===== config.mk =====
export PLATFORM = sky130hd
export DESIGN_NAME = iis_slave_rx
export DESIGN_NICKNAME = d
export VERILOG_FILES = /design/src/rtl/iis_pkg.sv /design/src/rtl/iis_sync_edge.sv /design/src/rtl/iis_slave_rx.sv
export SDC_FILE = /design/constraint.sdc
export NUM_CORES = 1
export LEC_CHECK = 0
export CAP_MARGIN = 40
export CORE_MARGIN = 3
export CORE_UTILIZATION = 55
export DETAILED_ROUTE_END_ITERATION = 7
export PLACE_DENSITY_LB_ADDON = 0.25
export SYNTH_ARGS = -nofsm -noshare
export SYNTH_HDL_FRONTEND = slang
export SYNTH_SLANG_ARGS = --single-unit

===== constraint.sdc =====
create_clock -name pclk -period 10.1 [get_ports pclk]
set_clock_uncertainty 0.15 [all_clocks]
set_input_delay 2.02 -clock pclk [delete_from_list [all_inputs] [get_ports pclk]]
set_output_delay 2.02 -clock pclk [all_outputs]
set_load 0.1 [all_outputs]

===== src/rtl/iis_pkg.sv =====
// iis_pkg: shared state encoding and channel constants for the I2S slave receiver
package iis_pkg;
  typedef enum logic [1:0] {IIS_IDLE, IIS_HUNT, IIS_SHIFT} iis_rx_state_e;
  localparam logic IIS_LEFT  = 1'b0;
  localparam logic IIS_RIGHT = 1'b1;
endpackage


===== src/rtl/iis_sync_edge.sv =====
// iis_sync_edge: synchronises sck/ws/sd into clk and emits a one-cycle sck rising-edge strobe
module iis_sync_edge #(
  parameter int STAGES = 2
) (
  input  logic clk,
  input  logic rst,
  input  logic sck_i,
  input  logic ws_i,
  input  logic sd_i,
  output logic sck_rise_o,
  output logic ws_o,
  output logic sd_o
);
  logic [STAGES-1:0] sck_q, ws_q, sd_q;
  logic sck_prev_q;
  always_ff @(posedge clk or posedge rst) begin
    if (rst) begin
      sck_q      <= '0;
      ws_q       <= '0;
      sd_q       <= '0;
      sck_prev_q <= 1'b0;
    end else begin
      sck_q      <= {sck_q[STAGES-2:0], sck_i};
      ws_q       <= {ws_q[STAGES-2:0], ws_i};
      sd_q       <= {sd_q[STAGES-2:0], sd_i};
      sck_prev_q <= sck_q[STAGES-1];
    end
  end
  assign sck_rise_o = sck_q[STAGES-1] & ~sck_prev_q;
  assign ws_o       = ws_q[STAGES-1];
  assign sd_o       = sd_q[STAGES-1];
endmodule


===== src/rtl/iis_slave_rx.sv =====
// iis_slave_rx: Philips I2S slave deserialiser with channel tagging and a small valid/ready output FIFO
module iis_slave_rx
  import iis_pkg::*;
#(
  parameter int DATA_W      = 16,
  parameter int FIFO_DEPTH  = 4,
  parameter int SYNC_STAGES = 2
) (
  input  logic                          pclk,
  input  logic                          rst,
  input  logic                          rx_en,
  input  logic                          sck_i,
  input  logic                          ws_i,
  input  logic                          sd_i,
  output logic [DATA_W-1:0]             rx_data,
  output logic                          rx_right,
  output logic                          rx_valid,
  input  logic                          rx_ready,
  input  logic                          ovf_clr,
  output logic                          ovf,
  output logic                          locked,
  output logic [$clog2(FIFO_DEPTH):0]   rx_level
);
  localparam int AW = $clog2(FIFO_DEPTH);
  localparam int CW = $clog2(DATA_W + 1);
  logic sck_rise, ws_s, sd_s;
  iis_sync_edge #(.STAGES(SYNC_STAGES)) u_sync (
    .clk(pclk), .rst(rst), .sck_i(sck_i), .ws_i(ws_i), .sd_i(sd_i),
    .sck_rise_o(sck_rise), .ws_o(ws_s), .sd_o(sd_s)
  );
  iis_rx_state_e state_q;
  logic ws_prev_q, locked_q, push_q, push_right_q;
  logic [CW-1:0] bit_cnt_q, cnt_d;
  logic [DATA_W-1:0] shreg_q, sh_d, push_data_q;
  logic room, ws_chg;
  assign room   = bit_cnt_q < CW'(DATA_W);
  assign sh_d   = room ? {shreg_q[DATA_W-2:0], sd_s} : shreg_q;
  assign cnt_d  = room ? bit_cnt_q + CW'(1) : bit_cnt_q;
  assign ws_chg = ws_s != ws_prev_q;
  always_ff @(posedge pclk or posedge rst) begin
    if (rst) begin
      state_q      <= IIS_IDLE;
      ws_prev_q    <= 1'b0;
      bit_cnt_q    <= '0;
      shreg_q      <= '0;
      locked_q     <= 1'b0;
      push_q       <= 1'b0;
      push_data_q  <= '0;
      push_right_q <= 1'b0;
    end else begin
      push_q <= 1'b0;
      if (sck_rise) ws_prev_q <= ws_s;
      if (!rx_en) begin
        state_q   <= IIS_IDLE;
        locked_q  <= 1'b0;
        bit_cnt_q <= '0;
        shreg_q   <= '0;
      end else begin
        case (state_q)
          IIS_IDLE: state_q <= IIS_HUNT;
          IIS_HUNT: if (sck_rise && ws_chg) begin
            state_q   <= IIS_SHIFT;
            locked_q  <= 1'b1;
            bit_cnt_q <= '0;
            shreg_q   <= '0;
          end
          default: if (sck_rise) begin
            if (ws_chg) begin
              // the edge bit is the LSB of the finishing word; left-align short words
              push_q       <= 1'b1;
              push_data_q  <= sh_d << (CW'(DATA_W) - cnt_d);
              push_right_q <= ws_prev_q == IIS_RIGHT;
              bit_cnt_q    <= '0;
              shreg_q      <= '0;
            end else begin
              shreg_q   <= sh_d;
              bit_cnt_q <= cnt_d;
            end
          end
        endcase
      end
    end
  end
  assign locked = locked_q;
  logic [DATA_W:0] mem_q [FIFO_DEPTH];
  logic [AW:0] wptr_q, rptr_q, level;
  logic ovf_q, full, pop, wr;
  assign level = wptr_q - rptr_q;
  assign full  = level == (AW+1)'(FIFO_DEPTH);
  assign pop   = rx_valid & rx_ready;
  assign wr    = push_q & (~full | pop);
  always_ff @(posedge pclk or posedge rst) begin
    if (rst) begin
      wptr_q <= '0;
      rptr_q <= '0;
      ovf_q  <= 1'b0;
      for (int i = 0; i < FIFO_DEPTH; i++) mem_q[i] <= '0;
    end else begin
      if (wr) mem_q[wptr_q[AW-1:0]] <= {push_right_q, push_data_q};
      wptr_q <= wptr_q + {{AW{1'b0}}, wr};
      rptr_q <= rptr_q + {{AW{1'b0}}, pop};
      ovf_q  <= (push_q & ~wr) | (ovf_q & ~ovf_clr);
    end
  end
  assign rx_valid = level != '0;
  assign rx_level = level;
  assign rx_data  = mem_q[rptr_q[AW-1:0]][DATA_W-1:0];
  assign rx_right = mem_q[rptr_q[AW-1:0]][DATA_W];
  assign ovf      = ovf_q;
endmodule

# Yosys cells after proc, flatten, opt, wreduce, memory -nomap -nowiden
# Index checks and enable logic that the tools add are counted.
[totals]
in_bits = 8
word_cells = 89
regBits = 125
[op_classes]
addsub = 5
n_shift = 1
bitwise = 14
eq_ne = 9
reduce_logical = 9
mux = 28
n_lt_le_gt_ge = 4
[op_table]
columns = ["operator", "count"]
rows = [
  ["$mux W16", 5],
  ["$bwmux W68", 1],
  ["$mux W17", 3],
  ["$bmux W17 S2", 1],
  ["$demux W17 S2", 1],
  ["$pmux W16 S2", 1],
  ["$mux W5", 5],
  ["$shl A16 B5 Y16", 1],
  ["$pmux W5 S2", 1],
  ["$mux W1", 7],
  ["$add A3 B1 Y3", 2],
  ["$ge A3 B3 Y1 const B", 2],
  ["$ne A3 B1 Y1 const B", 2],
  ["$not A2 Y3", 2],
  ["$add A5 B1 Y5 const B", 1],
  ["$and A1 B1 Y1", 5],
  ["$lt A5 B5 Y1 const B", 1],
  ["$not A1 Y1", 5],
  ["$sub A5 B5 Y5 const A", 1],
  ["$mux W2", 2],
  ["$ne A2 B1 Y1 const B", 2],
  ["$pmux W2 S2", 1],
  ["$reduce_and A2 Y1", 2],
  ["$reduce_and A4 Y1", 1],
  ["other kinds (13)", 15],
]

# Longest topological paths before layout
[depth]
ltp_word = 8
depth_mapped = 11
depth_no_buf = 9

# Cells and area by module
# A second synthesis with hierarchy kept.
[hier_totals]
hier_cells = 465
area_unflattened_um2 = 5997.0
[modules_own_cells]
columns = ["mod", "n_inst", "seq_area_each_um2", "area_each_um2", "cells_each"]
rows = [
  ["iis_slave_rx", 1, 2952.8, 5804.3, 456],
  ["iis_sync_edge", 1, 175.2, 192.7, 9],
]

# Worst setup path after synthesis
# No wires, ideal clock.
[synth_timing]
kind = "register to output"
start = "register wptr_q[0]"
end = "output rx_valid"
stages_incl_launch_ff = 6
arrival_ps = 2112
slack_ps = 5818
required_ps = 7930
cell_sequence = "dfrtp_1 > inv_1 > ha_1 > fa_1 > xnor2_1 > nand3_1"
[synth_via]
elab_chain_len = 2
[synth_lines]
columns = ["item", "line", "rtl"]
rows = [
  ["from (decl)", "iis_slave_rx.sv:86", "logic [AW:0] wptr_q, rptr_q, level;"],
  ["from (signal assigned)", "iis_slave_rx.sv:100", "wptr_q <= wptr_q + {{AW{1'b0}}, wr};"],
  ["$sub A3 B3 Y3", "iis_slave_rx.sv:88", "assign level = wptr_q - rptr_q;"],
  ["$reduce_bool A3 Y1", "iis_slave_rx.sv:105", "assign rx_valid = level != '0;"],
  ["to (decl)", "iis_slave_rx.sv:17", "output logic rx_valid,"],
]
# Every way passes these cells.

# Worst setup path after layout
[layout_timing]
start = "register rptr_q[0]"
end = "output rx_valid"
[layout_via]
elab_chain_len = 2
[layout_lines]
columns = ["item", "line", "rtl"]
rows = [
  ["from (decl)", "iis_slave_rx.sv:86", ""],
  ["from (signal assigned)", "iis_slave_rx.sv:101", "rptr_q <= rptr_q + {{AW{1'b0}}, pop};"],
  ["$sub A3 B3 Y3", "iis_slave_rx.sv:88", ""],
  ["$reduce_bool A3 Y1", "iis_slave_rx.sv:105", ""],
]
# Every way passes these cells.

==> impl_results.md <==
- Status: completed
- PostCTS Resize Cnt: 0
- CTS Root Cell: clkbuf_8
- Finished Layout Cells: 667
- Die area: 12,200 µm²
- Hold_sp: u_sync.sck_q[0]
- Tightest Pin Transition: 0.927 ns
- Critical R2R Launch: rptr_q[0]
- Unique cell type count in the Yosys netlist: 45
- Die Ht: 110 µm
- Hold depth: 0
- TritonCTS clock tree: yes
- Crit path required time: 7.93 ns
- Sequential element share of the synthesized area: 0.522
- Hold endpoint: u_sync.sck_q[1]
- Finished layout cell area: 7360 µm²
- CTS Hold Bufs: 0
- Nets: 534
- Overflow after GRT: 0
- FMAX: 188 MHz
- Post-synthesis compound-gate area fraction: 0.0851
- Post-DP HPWL: 7790 µm
- Most common library cell in the layout ignoring fill and taps: dfrtp_1
- Synthesized area per cell: 12.8 µm²
- Crit-path max FO: 11
- Setup ws final: 4.79 ns
- IO Count: 31
- Setup bufs post-CTS: 0
- Power per standard cell area: 207 nW/µm²
- Max incr delay on CP: 0.55 ns
- GPL Wtd Cong: 0.850
- Tot Pwr: 1.52 mW
- RSZ-0062 raised after global routing: no
- R2R Path End: mem_q[0]
- Top FF cell, synth: dfrtp_1
- WHS: 0.199 ns
- Mux cell area share after synthesis: 0.256
- Startpoint Class: register
- DRT antenna net count: 0
- CTS sink cnt: 125
- Post-route DRC violation count: 0
- Final Util: 0.704
- Yosys warnings: 0
- Total global-route track usage: 0.220
- Post-Synth Adder-Cell Area: 0.0180
- Vias/cell: 5.79
- Final wirelength: 12,000 µm
- Xor and xnor area share after synthesis: 0.0182
- Post-Place Worst Slack: 5.31 ns
- Crit-path cells: buf_4 -> ha_1 -> fa_1 -> xnor2_1 -> nand3_1 -> clkdlybuf4s50_1 -> buf_8
- Clk_lat worst skew: 0.52 ns
- First-pass GRT wire length: 20,100 µm
- Hold crit path type: reg2reg
- Clock slew at reported path FFs: 0.06 ns
- Starting density of the core: 0.572
- Vias in the first global route: 4,015
- I/O Buffers: 30
- Post-Syn Instances: 466
- Final min period: 5.31 ns
- Placeable Area: 10,500 µm²
- EDFF count, synth: 0
- Simple-Gate Fraction of Synth Area: 0.0671
- Max rail drop VDD: 0.000375 V
- Async set-or-reset flop fraction in the synthesized netlist: 1.00
- Depth of the most critical reg-to-reg path: 8
- Die X-Extent: 110 µm
- DR WL/cell: 17.9 µm
- Crit Path Category: reg2out
- Fin crit share: 0.526
- Yosys reg bits: 125
- Ratio of cells with drive above 1 in the final layout: 0.305
- Leak pwr: 3.41 nW
- Number of antenna diodes: 0
- Largest net degree at the start of global routing: 66
- Mapped Nets: 482
- Placed cell area: 6730 µm²
- Slew Limit Fails: 0
- CP max stage cell: dfrtp_1
- Max-Cap Viols: 0
- Post-synthesis instance area: 5990 µm²
- Synth-to-Final Area Change: 23.0%
- Data arrival time of the worst path: 3.14 ns
- Critical path's top delay family: buffers and inverters
- TritonRoute pass-1 iters: 4
- H-tree depth: 4
- # setup viols final: 0
- Clock buffer depth: 2
- Flop2flop setup slack: 6.53 ns
- Crit. End Element: output port
- Slew headroom: 0.380
- Cell Rows: 37
- Buffers & Inverters on Critical Path: 3
- TritonCTS Buffers: 17
- Final Hold Vio Count: 0
- Largest family of logic cells by synthesized area: multiplexers
- Placed insts: 634
- Vias: 3,859
- Initial antenna violation count: 0
- Final setup TNS: 0 ns
- Most frequent cells in the layout: dfrtp_1, mux2_2, nand2_1, clkdlybuf4s50_1, mux2i_1
- DRT iter0 DRCs: 194
## worst max path at each step
stage	start	end	slack [ns]	cells after the start
6_report	rptr_q[0]	rx_valid	4.79	7
5_1_grt	rptr_q[0]	rx_valid	4.64	7
4_1_cts	rptr_q[0]	rx_valid	4.75	7
3_5_place_dp	rptr_q[0]	rx_valid	5.31	7
3_3_place_gp	rptr_q[0]	rx_level[1]	5.06	5
2_1_floorplan	rst	bit_cnt_q[0]	4.60	1
## state kept, by name, indices dropped and copies added, names as in the netlist, 2 cells and up
register,cells
bit_cnt_q,5
mem_q,68
push_data_q,16
rptr_q,3
shreg_q,16
state_q,2
u_sync.sck_q,2
u_sync.sd_q,2
u_sync.ws_q,2
wptr_q,3
## synth_stat cells (all sizes together) (2+ instances only)
cell type    n  area (µm²)
dfrtp      125        3130
mux2        74         871
nand2       42         158
mux2i       28         280
o21ai       28         144
nor2        24        90.1
mux4        17         383
a22o        15         131
buf         15         100
inv         15        56.3
a21oi       13        65.1
clkbuf      11        41.3
o221ai       8        70.1
ha           7        87.6
nand3        6        45.0
xnor2        6        60.1
nand2b       5        31.3
a31oi        3        18.8
nor2b        3        21.3
xor2         3        26.3
nor3         2        10.0
o21a         2        15.0
o32a         2        20.0
## cells by family after synthesis
logic type / Yosys count
compound gates: 76
xor+xnor: 10
fa+ha+maj: 8
buf+inv: 41
flops: 125
mux: 119
simple gates: 87
## per-layer routing
metal | GRT usage | share of wire
met5 | 0 | 0
met4 | 0.0668 | 0.012
met3 | 0.0559 | 0.034
met2 | 0.374 | 0.51
met1 | 0.277 | 0.44
## final cells by class
cell class	instances	area [µm²]
clock buffer	19	442
clock inverter	13	186
fill	726	3100
inverter	15	58.8
multi-input combinational	300	2660
sequential	125	3130
tap	136	170
timing repair buffer	59	718
## worst reg2reg max path: cells and delay by family (launching register included)
kind	cells	cell delay, ns
XOR/XNOR	1	0.32
adder cells (fa/ha/maj)	2	0.60
buffers and inverters	1	0.30
flip-flops	1	0.55
multiplexers	1	0.49
AND/OR/NAND/NOR	3	1.03
## power by group
group	internal [mW]	switching (mW)	leakage, nW	total [mW]
logic	0.132	0.213	1.39	0.345
clock network	0.415	0.220	0.309	0.635
registers	0.515	0.0295	1.72	0.545
total	1.06	0.463	3.41	1.52
(Power assumes the default switching activity.)
